<file path="src/rtl/led_fade_pkg.sv">
// Shared definitions for the LED fade driver: channel state encoding,
// brightness width and active-low LED drive levels.
package led_fade_pkg;

  localparam int LVL_W = 4;

  typedef enum logic [3:0] {
    ST_OFF  = 4'b0001,
    ST_RISE = 4'b0010,
    ST_FULL = 4'b0100,
    ST_FALL = 4'b1000
  } fade_state_e;

  localparam logic LED_ON  = 1'b0;
  localparam logic LED_OFF = 1'b1;

endpackage

</file>
<file path="src/rtl/led_fade_channel.sv">
// One LED channel: brightness FSM stepped by the shared fade tick, plus the
// registered PWM compare against the shared phase counter.
//
// state | meaning
// OFF   | dark, b=0, waiting for the target to turn on
// RISE  | ramping up one level per step tick (INSTANT_ON=0 only)
// FULL  | held at LVL_MAX while the target stays on
// FALL  | fading down one level per step tick, back to OFF at 0
module led_fade_channel import led_fade_pkg::*; #(
  parameter logic [LVL_W-1:0] LVL_MAX    = 4'd15,
  parameter bit               INSTANT_ON = 1'b1
) (
  input  logic             clk_i,
  input  logic             rst_ni,
  input  logic             en_i,
  input  logic             target_i,
  input  logic             step_tick_i,
  input  logic [LVL_W-1:0] phase_i,
  output logic [LVL_W-1:0] b_o,
  output logic             led_o
);

  fade_state_e      state_q;
  logic [LVL_W-1:0] b_q;
  logic             led_q;

  always_ff @(posedge clk_i or negedge rst_ni) begin
    if (!rst_ni) begin
      state_q <= ST_OFF;
      b_q     <= '0;
      led_q   <= LED_OFF;
    end else if (!en_i) begin
      state_q <= ST_OFF;
      b_q     <= '0;
      led_q   <= LED_OFF;
    end else begin
      led_q <= (phase_i < b_q) ? LED_ON : LED_OFF;
      // A target change always takes priority over a coincident step tick.
      case (state_q)
        ST_OFF: begin
          if (target_i) begin
            if (INSTANT_ON) begin
              b_q     <= LVL_MAX;
              state_q <= ST_FULL;
            end else begin
              state_q <= ST_RISE;
            end
          end
        end
        ST_RISE: begin
          if (!target_i) begin
            state_q <= ST_FALL;
          end else if (step_tick_i) begin
            if (b_q >= LVL_MAX - 4'd1) begin
              b_q     <= LVL_MAX;
              state_q <= ST_FULL;
            end else begin
              b_q <= b_q + 4'd1;
            end
          end
        end
        ST_FULL: begin
          if (!target_i) state_q <= ST_FALL;
        end
        ST_FALL: begin
          if (target_i) begin
            if (INSTANT_ON) begin
              b_q     <= LVL_MAX;
              state_q <= ST_FULL;
            end else begin
              state_q <= ST_RISE;
            end
          end else if (step_tick_i) begin
            if (b_q <= 4'd1) begin
              b_q     <= '0;
              state_q <= ST_OFF;
            end else begin
              b_q <= b_q - 4'd1;
            end
          end
        end
        default: begin
          state_q <= ST_OFF;
          b_q     <= '0;
        end
      endcase
    end
  end

  assign b_o   = b_q;
  assign led_o = led_q;

endmodule

</file>
<file path="src/rtl/led_fade_driver.sv">
// Drives four active-low board LEDs from the sequencer pattern with per-LED
// PWM brightness, instant (or ramped) turn-on and a fading comet tail.
module led_fade_driver import led_fade_pkg::*; #(
  parameter logic [31:0]      SLOT_MAX   = 32'd77,
  parameter logic [LVL_W-1:0] LVL_MAX    = 4'd15,
  parameter logic [31:0]      STEP_MAX   = 32'd3_906_249,
  parameter bit               INSTANT_ON = 1'b1
) (
  input  logic       clk_125mhz,
  input  logic       rst,
  input  logic [3:0] led_in,
  input  logic       en,
  output logic [3:0] led_out
);

  logic [3:0]       led_in_q;
  logic [31:0]      slot_q;
  logic [31:0]      step_q;
  logic [LVL_W-1:0] phase_q;
  logic             step_tick;
  // Per-channel brightness is left as a probe point; nothing at this level uses it.
  logic [LVL_W-1:0] lvl_unused [4];

  always_ff @(posedge clk_125mhz or negedge rst) begin
    if (!rst) begin
      led_in_q <= 4'b1111;
      slot_q   <= '0;
      phase_q  <= '0;
      step_q   <= '0;
    end else begin
      led_in_q <= led_in;
      if (!en) begin
        slot_q  <= '0;
        phase_q <= '0;
        step_q  <= '0;
      end else begin
        if (slot_q == SLOT_MAX) begin
          slot_q  <= '0;
          phase_q <= (phase_q == LVL_MAX - 4'd1) ? '0 : phase_q + 4'd1;
        end else begin
          slot_q <= slot_q + 32'd1;
        end
        step_q <= (step_q == STEP_MAX) ? '0 : step_q + 32'd1;
      end
    end
  end

  assign step_tick = en && (step_q == STEP_MAX);

  for (genvar gi = 0; gi < 4; gi++) begin : g_ch
    led_fade_channel #(
      .LVL_MAX    (LVL_MAX),
      .INSTANT_ON (INSTANT_ON)
    ) u_ch (
      .clk_i       (clk_125mhz),
      .rst_ni      (rst),
      .en_i        (en),
      .target_i    (led_in_q[gi] == LED_ON),
      .step_tick_i (step_tick),
      .phase_i     (phase_q),
      .b_o         (lvl_unused[gi]),
      .led_o       (led_out[gi])
    );
  end

endmodule

</file>
<file path="config.mk">
export PLATFORM = sky130hd
export DESIGN_NAME = led_fade_driver
export DESIGN_NICKNAME = d
export VERILOG_FILES = /design/src/rtl/led_fade_pkg.sv /design/src/rtl/led_fade_channel.sv /design/src/rtl/led_fade_driver.sv
export SDC_FILE = /design/constraint.sdc
export NUM_CORES = 1
export LEC_CHECK = 0
export BUFFER_PORTS_ARGS = -buffer_cell sky130_fd_sc_hd__buf_2
export CAP_MARGIN = 20
export CORE_ASPECT_RATIO = 1.5
export CORE_UTILIZATION = 50
export CTS_BUF_LIST = sky130_fd_sc_hd__clkbuf_2
export CTS_CLUSTER_SIZE = 10
export DETAILED_ROUTE_END_ITERATION = 7
export GPL_TIMING_DRIVEN = 0
export PLACE_DENSITY = 0.78
export SYNTH_ARGS = -nofsm -noshare
export SYNTH_HDL_FRONTEND = slang
export SYNTH_SLANG_ARGS = --single-unit
</file>
<file path="constraint.sdc">
create_clock -name clk_125mhz -period 1.87 [get_ports clk_125mhz]
set_input_delay 0.374 -clock clk_125mhz [delete_from_list [all_inputs] [get_ports clk_125mhz]]
set_output_delay 0.374 -clock clk_125mhz [all_outputs]
set_load 0.02 [all_outputs]
</file>
* Word level (Yosys, flattened, before mapping)
Index checks and enable logic that the tools add are counted.
** Word-level totals
- Output and inout bits :: 4
- Flip-flop bits (word level) :: 108
- Word-level logic and storage cells :: 195
** Operators by class
- Order comparisons :: 12
- Muxes and demuxes :: 91
- Equality and inequality tests :: 56
- Reduce and logical (&&, ||, !) cells :: 9
- Add/sub/neg operators :: 11
** Operator list (count)
- 2-to-1 mux 4 bit :: 71
- 2-to-1 mux 32 bit :: 4
- case mux 4 bit (4 select lines) :: 8
- adder 32 x 1 -> 32 bit, second input constant :: 2
- != test 3 bit, second input constant :: 15
- != test 4 x 3 -> 1 bit, second input constant :: 10
- == test 32 x 22 -> 1 bit, second input constant :: 1
- == test 32 x 7 -> 1 bit, second input constant :: 1
- != test 4 bit, second input constant :: 6
- AND reduction 6 bit :: 4
- adder 4 x 1 -> 4 bit, second input constant :: 5
- == test 4 bit, second input constant :: 5
- AND reduction 5 bit :: 4
- == test 4 x 1 -> 1 bit, second input constant :: 4
- == test 4 x 2 -> 1 bit, second input constant :: 4
- == test 4 x 3 -> 1 bit, second input constant :: 4
- >= comparator 4 bit, second input constant :: 4
- less-or-equal comparator 4 x 1 -> 1 bit, second input constant :: 4
- < comparator 4 bit :: 4
- subtractor 4 x 1 -> 4 bit, second input constant :: 4
- 2-to-1 mux 1 bit :: 8
- != test 2 bit, second input constant :: 4
- != test 3 x 2 -> 1 bit, second input constant :: 1
- != test 2 x 1 -> 1 bit, second input constant :: 1
- logical AND 1 bit :: 1

* Depth between registers and ports, before layout
- Word-level depth :: 6
- Mapped depth :: 7
- Depth with buffers taken out :: 7

* By module
A second synthesis with hierarchy kept.
** Second synthesis, totals
- Cell total of the unflattened synthesis :: 627
- Area, all modules :: 6010.8 um^2
** By module, submodules not included
- led_fade_driver :: sequential area each 1806.7 um^2, area an instance 3658.5 um^2, cells an instance 387, instances 1
- led_fade_channel :: sequential area each 202.7 um^2, area an instance 588.1 um^2, cells an instance 60, instances 4

* Worst setup path after synthesis
OpenSTA, ideal clock, no wires.
- Path kind :: reg2reg
- Start point :: register step_q[24]
- End point :: register step_q[22]
- Clock period less this slack :: 2013 ps
- Stages on the path, launching flop included :: 6
- Buffers on the path :: 2
- Data required time :: 1738 ps
- Setup slack :: -143 ps
- Arrival :: 1881 ps
- Cells stage by stage :: dfrtp_1 -> or4_1 -> clkbuf_1 -> o31ai_2 -> clkbuf_1 -> nor2_1
** On the way
- Word-level cells in the longest chain between the ends :: 3
** RTL lines
- start, declared :: RTL line led_fade_driver.sv:18 : logic [31:0] step_q;
- start signal, assigned :: RTL line led_fade_driver.sv:43 : step_q <= (step_q == STEP_MAX) ? '0 : step_q + 32'd1;
- == test 32 x 22 -> 1 bit :: RTL line led_fade_driver.sv:43
- 2-to-1 mux 32 bit :: RTL line led_fade_driver.sv:43
- 2-to-1 mux 32 bit :: RTL line led_fade_driver.sv:32 : if (!en) begin
Every way passes these cells.
A chain may end at the register's enable or synchronous reset.

* Worst setup path in the final report
- Start point :: register step_q[1]
- End point :: register step_q[9]
** On the way
- Word-level cells in the longest chain between the ends :: 3
- Elaborated cells on any way between the ends :: 4
** RTL lines (RTL line)
- adder 32 x 1 -> 32 bit or == test 32 x 22 -> 1 bit (tied branches) :: led_fade_driver.sv:43
- 2-to-1 mux 32 bit * :: led_fade_driver.sv:43
- 2-to-1 mux 32 bit * :: led_fade_driver.sv:32
Every way passes the cells marked *; elsewhere a longest branch is shown, timed or not.

==> impl_results.html <==
<table>
<tr><th>Metric</th><th>Value</th></tr>
<tr><th colspan="2">Drt</th></tr>
<tr><td>Detailed-route via count</td><td>5685</td></tr>
<tr><td>Post-DR vias/cell</td><td>6.25</td></tr>
<tr><td>Number of nets with antenna violations after detailed routing</td><td>0</td></tr>
<tr><td>DR pass1 iterations</td><td>8</td></tr>
<tr><td>DRT Wirelength</td><td>16700 microns</td></tr>
<tr><td>Post-detailed-route DRC marker count</td><td>0</td></tr>
<tr><td>Routed WL per cell</td><td>18.3 microns</td></tr>
<tr><td>DRT iter0 DRCs</td><td>454</td></tr>
<tr><th colspan="2">Timing</th></tr>
<tr><td>Slew at the pin closest to its max-slew limit</td><td>0.708 ns</td></tr>
<tr><td>Setup repair after global routing missed its margin</td><td>true</td></tr>
<tr><td>Final critical delay including setup and external delays</td><td>2.02 ns</td></tr>
<tr><td>Achievable Freq</td><td>496 MHz</td></tr>
<tr><td>Total count of max-transition violations in the final report</td><td>0</td></tr>
<tr><td>Crit path setup slack, layout</td><td>-0.147 ns</td></tr>
<tr><td>Crit share post-route</td><td>108%</td></tr>
<tr><td>Hold Vio Cnt, Final</td><td>0</td></tr>
<tr><td>Max_slew headroom</td><td>52.8%</td></tr>
<tr><td>Aggregate negative setup slack</td><td>-4.22 ns</td></tr>
<tr><td>Hold slack final</td><td>0.161 ns</td></tr>
<tr><td>Endpoints failing setup</td><td>61</td></tr>
<tr><td>Final setup skew</td><td>0.0371 ns</td></tr>
<tr><th colspan="2">Logic synthesis</th></tr>
<tr><td>Synth warnings</td><td>0</td></tr>
<tr><td>Area share of fa/ha/maj cells after synthesis</td><td>5.27%</td></tr>
<tr><td>Area fraction of the dominant cell type after synthesis</td><td>37.3%</td></tr>
<tr><td>Post-synthesis average cell area</td><td>9.19 sq um</td></tr>
<tr><td>Most area-consuming cells after synthesis</td><td>dfrtp_1 37%, nor2_1 5.5%, ha_1 5.3%</td></tr>
<tr><td>Count leader, synth</td><td>dfrtp_1</td></tr>
<tr><td>Xor-xnor portion of the synthesized cell area</td><td>7.95%</td></tr>
<tr><td>Sequential cell area fraction in the yosys report</td><td>42.4%</td></tr>
<tr><td>Syn nets</td><td>704</td></tr>
<tr><td>Cell area after synthesis</td><td>6170 sq um</td></tr>
<tr><td>Ys async rst share</td><td>100%</td></tr>
<tr><td>Fraction of the mapped netlist area in simple logic gates</td><td>26.5%</td></tr>
<tr><td>Number of enable flip-flop cells after synthesis</td><td>0</td></tr>
<tr><td>Mux cell area share after synthesis</td><td>0.487%</td></tr>
<tr><td>Most used flip-flop cell after synthesis</td><td>dfrtp_1</td></tr>
<tr><td>Combinational family with the most area after synthesis</td><td>simple AND/OR/NAND/NOR gates</td></tr>
<tr><td>Dominant cell type by area after synthesis</td><td>dfrtp_1</td></tr>
<tr><td>Post-synthesis cell count</td><td>671</td></tr>
<tr><td>Synthesis-stage register bit count</td><td>104</td></tr>
<tr><td>Number of distinct library cells after synthesis</td><td>62</td></tr>
<tr><td>Most common library cells after synthesis</td><td>92 x dfrtp_1, 91 x nor2_1, 38 x o21ai_0</td></tr>
<tr><td>Area fraction in compound gates after synthesis</td><td>13.7%</td></tr>
<tr><th colspan="2">Critical path</th></tr>
<tr><td>Worst reg2reg startpoint</td><td>step_q[1]</td></tr>
<tr><td>Highest net fanout along the worst path</td><td>6</td></tr>
<tr><td>Largest stage delay on the critical path</td><td>0.45 ns</td></tr>
<tr><td>Depth of the worst register-to-register path</td><td>10</td></tr>
<tr><td>Slowest cell on crit path</td><td>dfrtp_1</td></tr>
<tr><td>Crit Reg-Reg Endpoint</td><td>step_q[9]</td></tr>
<tr><td>Most used cell along the critical path</td><td>buf_6</td></tr>
<tr><td>Crit path kind</td><td>flip-flop to flip-flop</td></tr>
<tr><td>Nature of the critical path startpoint</td><td>flip-flop</td></tr>
<tr><td>Critical path, cell by cell</td><td>inv_2 &gt; ha_4 &gt; nor4b_4 &gt; nand4_1 &gt; buf_6 &gt; o31ai_4 &gt; buf_6 &gt; buf_12 &gt; clkbuf_16 &gt; nor2_4</td></tr>
<tr><td>Arrival time at the worst endpoint</td><td>2.52 ns</td></tr>
<tr><td>Launch point of the critical path</td><td>step_q[1]</td></tr>
<tr><td>CP required</td><td>2.37 ns</td></tr>
<tr><td>Register-to-register setup slack</td><td>-0.15 ns</td></tr>
<tr><td>Worst setup EP type</td><td>flip-flop</td></tr>
<tr><th colspan="2">Power and ir drop</th></tr>
<tr><td>Power density cells</td><td>584 nW/um^2</td></tr>
<tr><td>Maximum vdd ir drop</td><td>270 uV</td></tr>
<tr><td>Leak</td><td>0.00315 uW</td></tr>
<tr><td>Total power draw</td><td>4630 uW</td></tr>
<tr><th colspan="2">Final layout</th></tr>
<tr><td>Area occupied by multi-input gates</td><td>4000 sq um</td></tr>
<tr><td>Number of nets in the layout</td><td>784</td></tr>
<tr><td>Fillcell total</td><td>843</td></tr>
<tr><td>Flip-flop and latch area</td><td>2630 sq um</td></tr>
<tr><td>Layout overhead on the synthesized area</td><td>28.5%</td></tr>
<tr><td>Share of post-route cells with drive strength above 1</td><td>31.2%</td></tr>
<tr><th colspan="2">Floorplanning</th></tr>
<tr><td>Number of top-level pins</td><td>11</td></tr>
<tr><td>Vertical extent of the die</td><td>138 microns</td></tr>
<tr><td>Die Wd</td><td>92.7 microns</td></tr>
<tr><td># rows</td><td>49</td></tr>
<tr><td>Core ar.</td><td>12000 sq um</td></tr>
<tr><td>Die area</td><td>12800 sq um</td></tr>
<tr><td>Starting density of the core</td><td>51.3%</td></tr>
<tr><th colspan="2">Outcome</th></tr>
<tr><td>Run status</td><td>finished, violations left</td></tr>
<tr><td>Violated checks</td><td>negative setup slack</td></tr>
<tr><th colspan="2">Clocking</th></tr>
<tr><td>TritonCTS clock tree</td><td>built</td></tr>
<tr><td>Clock tree root driver cell</td><td>clkbuf_2</td></tr>
<tr><td>Clock tree sinks</td><td>104</td></tr>
<tr><td>Clk Latency, worst-skew pair</td><td>0.60 ns</td></tr>
<tr><td>Number of CTS-inserted buffers</td><td>9</td></tr>
<tr><td>Bufs on Longest Clock Path</td><td>2</td></tr>
<tr><td>Htree depth</td><td>3</td></tr>
<tr><td>Clock slew at the register clock pins of the worst setup and hold paths</td><td>0.29 ns</td></tr>
<tr><th colspan="2">Global route</th></tr>
<tr><td>Maximum number of pins on one net before global-route repair</td><td>74</td></tr>
<tr><td>Number of antenna violations at the first check in global routing</td><td>1</td></tr>
<tr><td>Grt total ovfl</td><td>0</td></tr>
<tr><td>Overall track demand over capacity in global routing</td><td>24.9%</td></tr>
<tr><td>Global-route wire length before repair</td><td>25800 microns</td></tr>
<tr><td>Number of global-route vias before repair</td><td>5517</td></tr>
<tr><th colspan="2">Worst hold path</th></tr>
<tr><td>Cell count of the worst hold path</td><td>4</td></tr>
<tr><td>Worst Hold Class</td><td>primary input to flip-flop</td></tr>
<tr><td>Hold-critical path endpoint</td><td>g_ch[1].u_ch.state_q[3]</td></tr>
<tr><td>Worst hold path startpoint</td><td>en</td></tr>
<tr><th colspan="2">Placed design</th></tr>
<tr><td>Port buffer count</td><td>10</td></tr>
<tr><td>Final HPWL DP</td><td>9810 microns</td></tr>
<tr><td>GPL Wtd Cong</td><td>0.849</td></tr>
<tr><th colspan="2">Flow run</th></tr>
<tr><td>Max Cap Viol</td><td>0</td></tr>
</table>
[report_power, final]
part | total, uW | internal [uW] | switching [uW]
Combinational | 923 | 397 | 527
Clock | 1200 | 442 | 763
Sequential | 2500 | 2370 | 127
[kinds of logic (layout without fill, tap and decap cells)]
family | after synthesis | count (layout)
xor gates and xnor gates | 56 | 56
AOI/OAI and AO/OA | 129 | 129
DFF | 104 | 104
adders and majority gates | 26 | 26
and+or+nand+nor | 298 | 298
buffers and inverters | 55 | 140
muxes | 3 | 3
other | 0 | 1
[flip-flops by register name (all words and copies together) (netlist names)]
signal / cells
g_ch.u_ch.b_o: 16
g_ch.u_ch.led_o: 4
g_ch.u_ch.state_q: 12
led_in_q: 4
phase_q: 4
slot_q: 32
step_q: 32
[worst max-delay path by stage]
stage	end	slack, ns	cells after the start
2_1_floorplan	step_q[22]	-0.05	5
3_3_place_gp	g_ch[2].u_ch.state_q[3]	-0.81	7
3_5_place_dp	g_ch[0].u_ch.state_q[3]	-0.74	5
4_1_cts	g_ch[3].u_ch.b_o[2]	-0.16	6
5_1_grt	g_ch[0].u_ch.b_o[1]	-0.20	7
6_report	step_q[9]	-0.15	10
[placed cells by master (no fill, tap or decap), types with 7 or more instances in the layout]
cell type / synthesis / layout
nor2_2: 0 / 12
dfrtp_2: 0 / 12
o21ai_0: 38 / 29
nand3b_1: 10 / 10
nand2_1: 26 / 25
nor2_4: 0 / 18
clkbuf_2: 0 / 11
nor2_1: 91 / 61
ha_1: 26 / 25
nand2b_1: 16 / 16
nor4_2: 2 / 12
o211ai_1: 7 / 7
xor2_1: 25 / 25
inv_1: 30 / 29
buf_6: 1 / 23
a21oi_2: 0 / 7
dfstp_2: 12 / 12
buf_2: 0 / 9
dfrtp_1: 92 / 80
xnor2_1: 31 / 31
nor4_1: 23 / 9
a21oi_1: 26 / 18
nand4_1: 23 / 23
o21ai_1: 4 / 8
buf_4: 4 / 43
nor3_1: 19 / 15
nand3_1: 27 / 23
[final cells by class]
class                           count  area share (%)
Clock buffer                       10           0.631
Timing Repair Buffer               76            8.57
Antenna cell                        1          0.0316
Sequential cell                   104            33.2
Multi-Input combinational cell    512            50.4
Clock inverter                      6            1.03
Inverter                           31            1.47
Tap cell                          153            2.41
Buffer                             17            2.24
[stage by stage]
stage               area, sq um  utilization, %  setup WS, ns  instances
CTS                        7340            61.1        -0.155        889
global route               7930            66.0        -0.198        910
floorplan                  6190               -       -0.0510        671
detailed placement         6460            53.8        -0.737        835
global placement           6430            53.5        -0.805        834
finish                     7930            66.0        -0.147        910
[repair_timing]
| item | in CTS | in global routing |
|---|---|---|
| resized for setup | 95 | 115 |
| cloned | 2 | 1 |
| buffers inserted | 36 | 21 |
| setup endpoints to repair | 90 | 91 |
| hold endpoints to repair | 35 | 0 |
| hold buffers | 5 | 0 |
| pin swaps | 28 | 38 |
[critical path, delay by kind of cell (launching register included)]
family	cells	cell delay, ns
AO/OA/AOI/OAI	1	0.26
AND/OR/NAND/NOR	3	0.41
buffers and inverters	5	0.70
flip-flops	1	0.45
adder cells (fa/ha/maj)	1	0.11
[metal layers]
| layer | track usage, % | vias to the layer above | routed length (microns) |
|---|---|---|---|
| met2 | 44.4 | 195 | 8830 |
| met4 | 14.8 | 0 | 774 |
| met3 | 3.47 | 66 | 653 |
| met1 | 27.6 | 2847 | 6390 |
| li1 | - | 2577 | - |
| met5 | 0 | - | 0 |
Note: power is estimated with default switching activity, not from simulation.
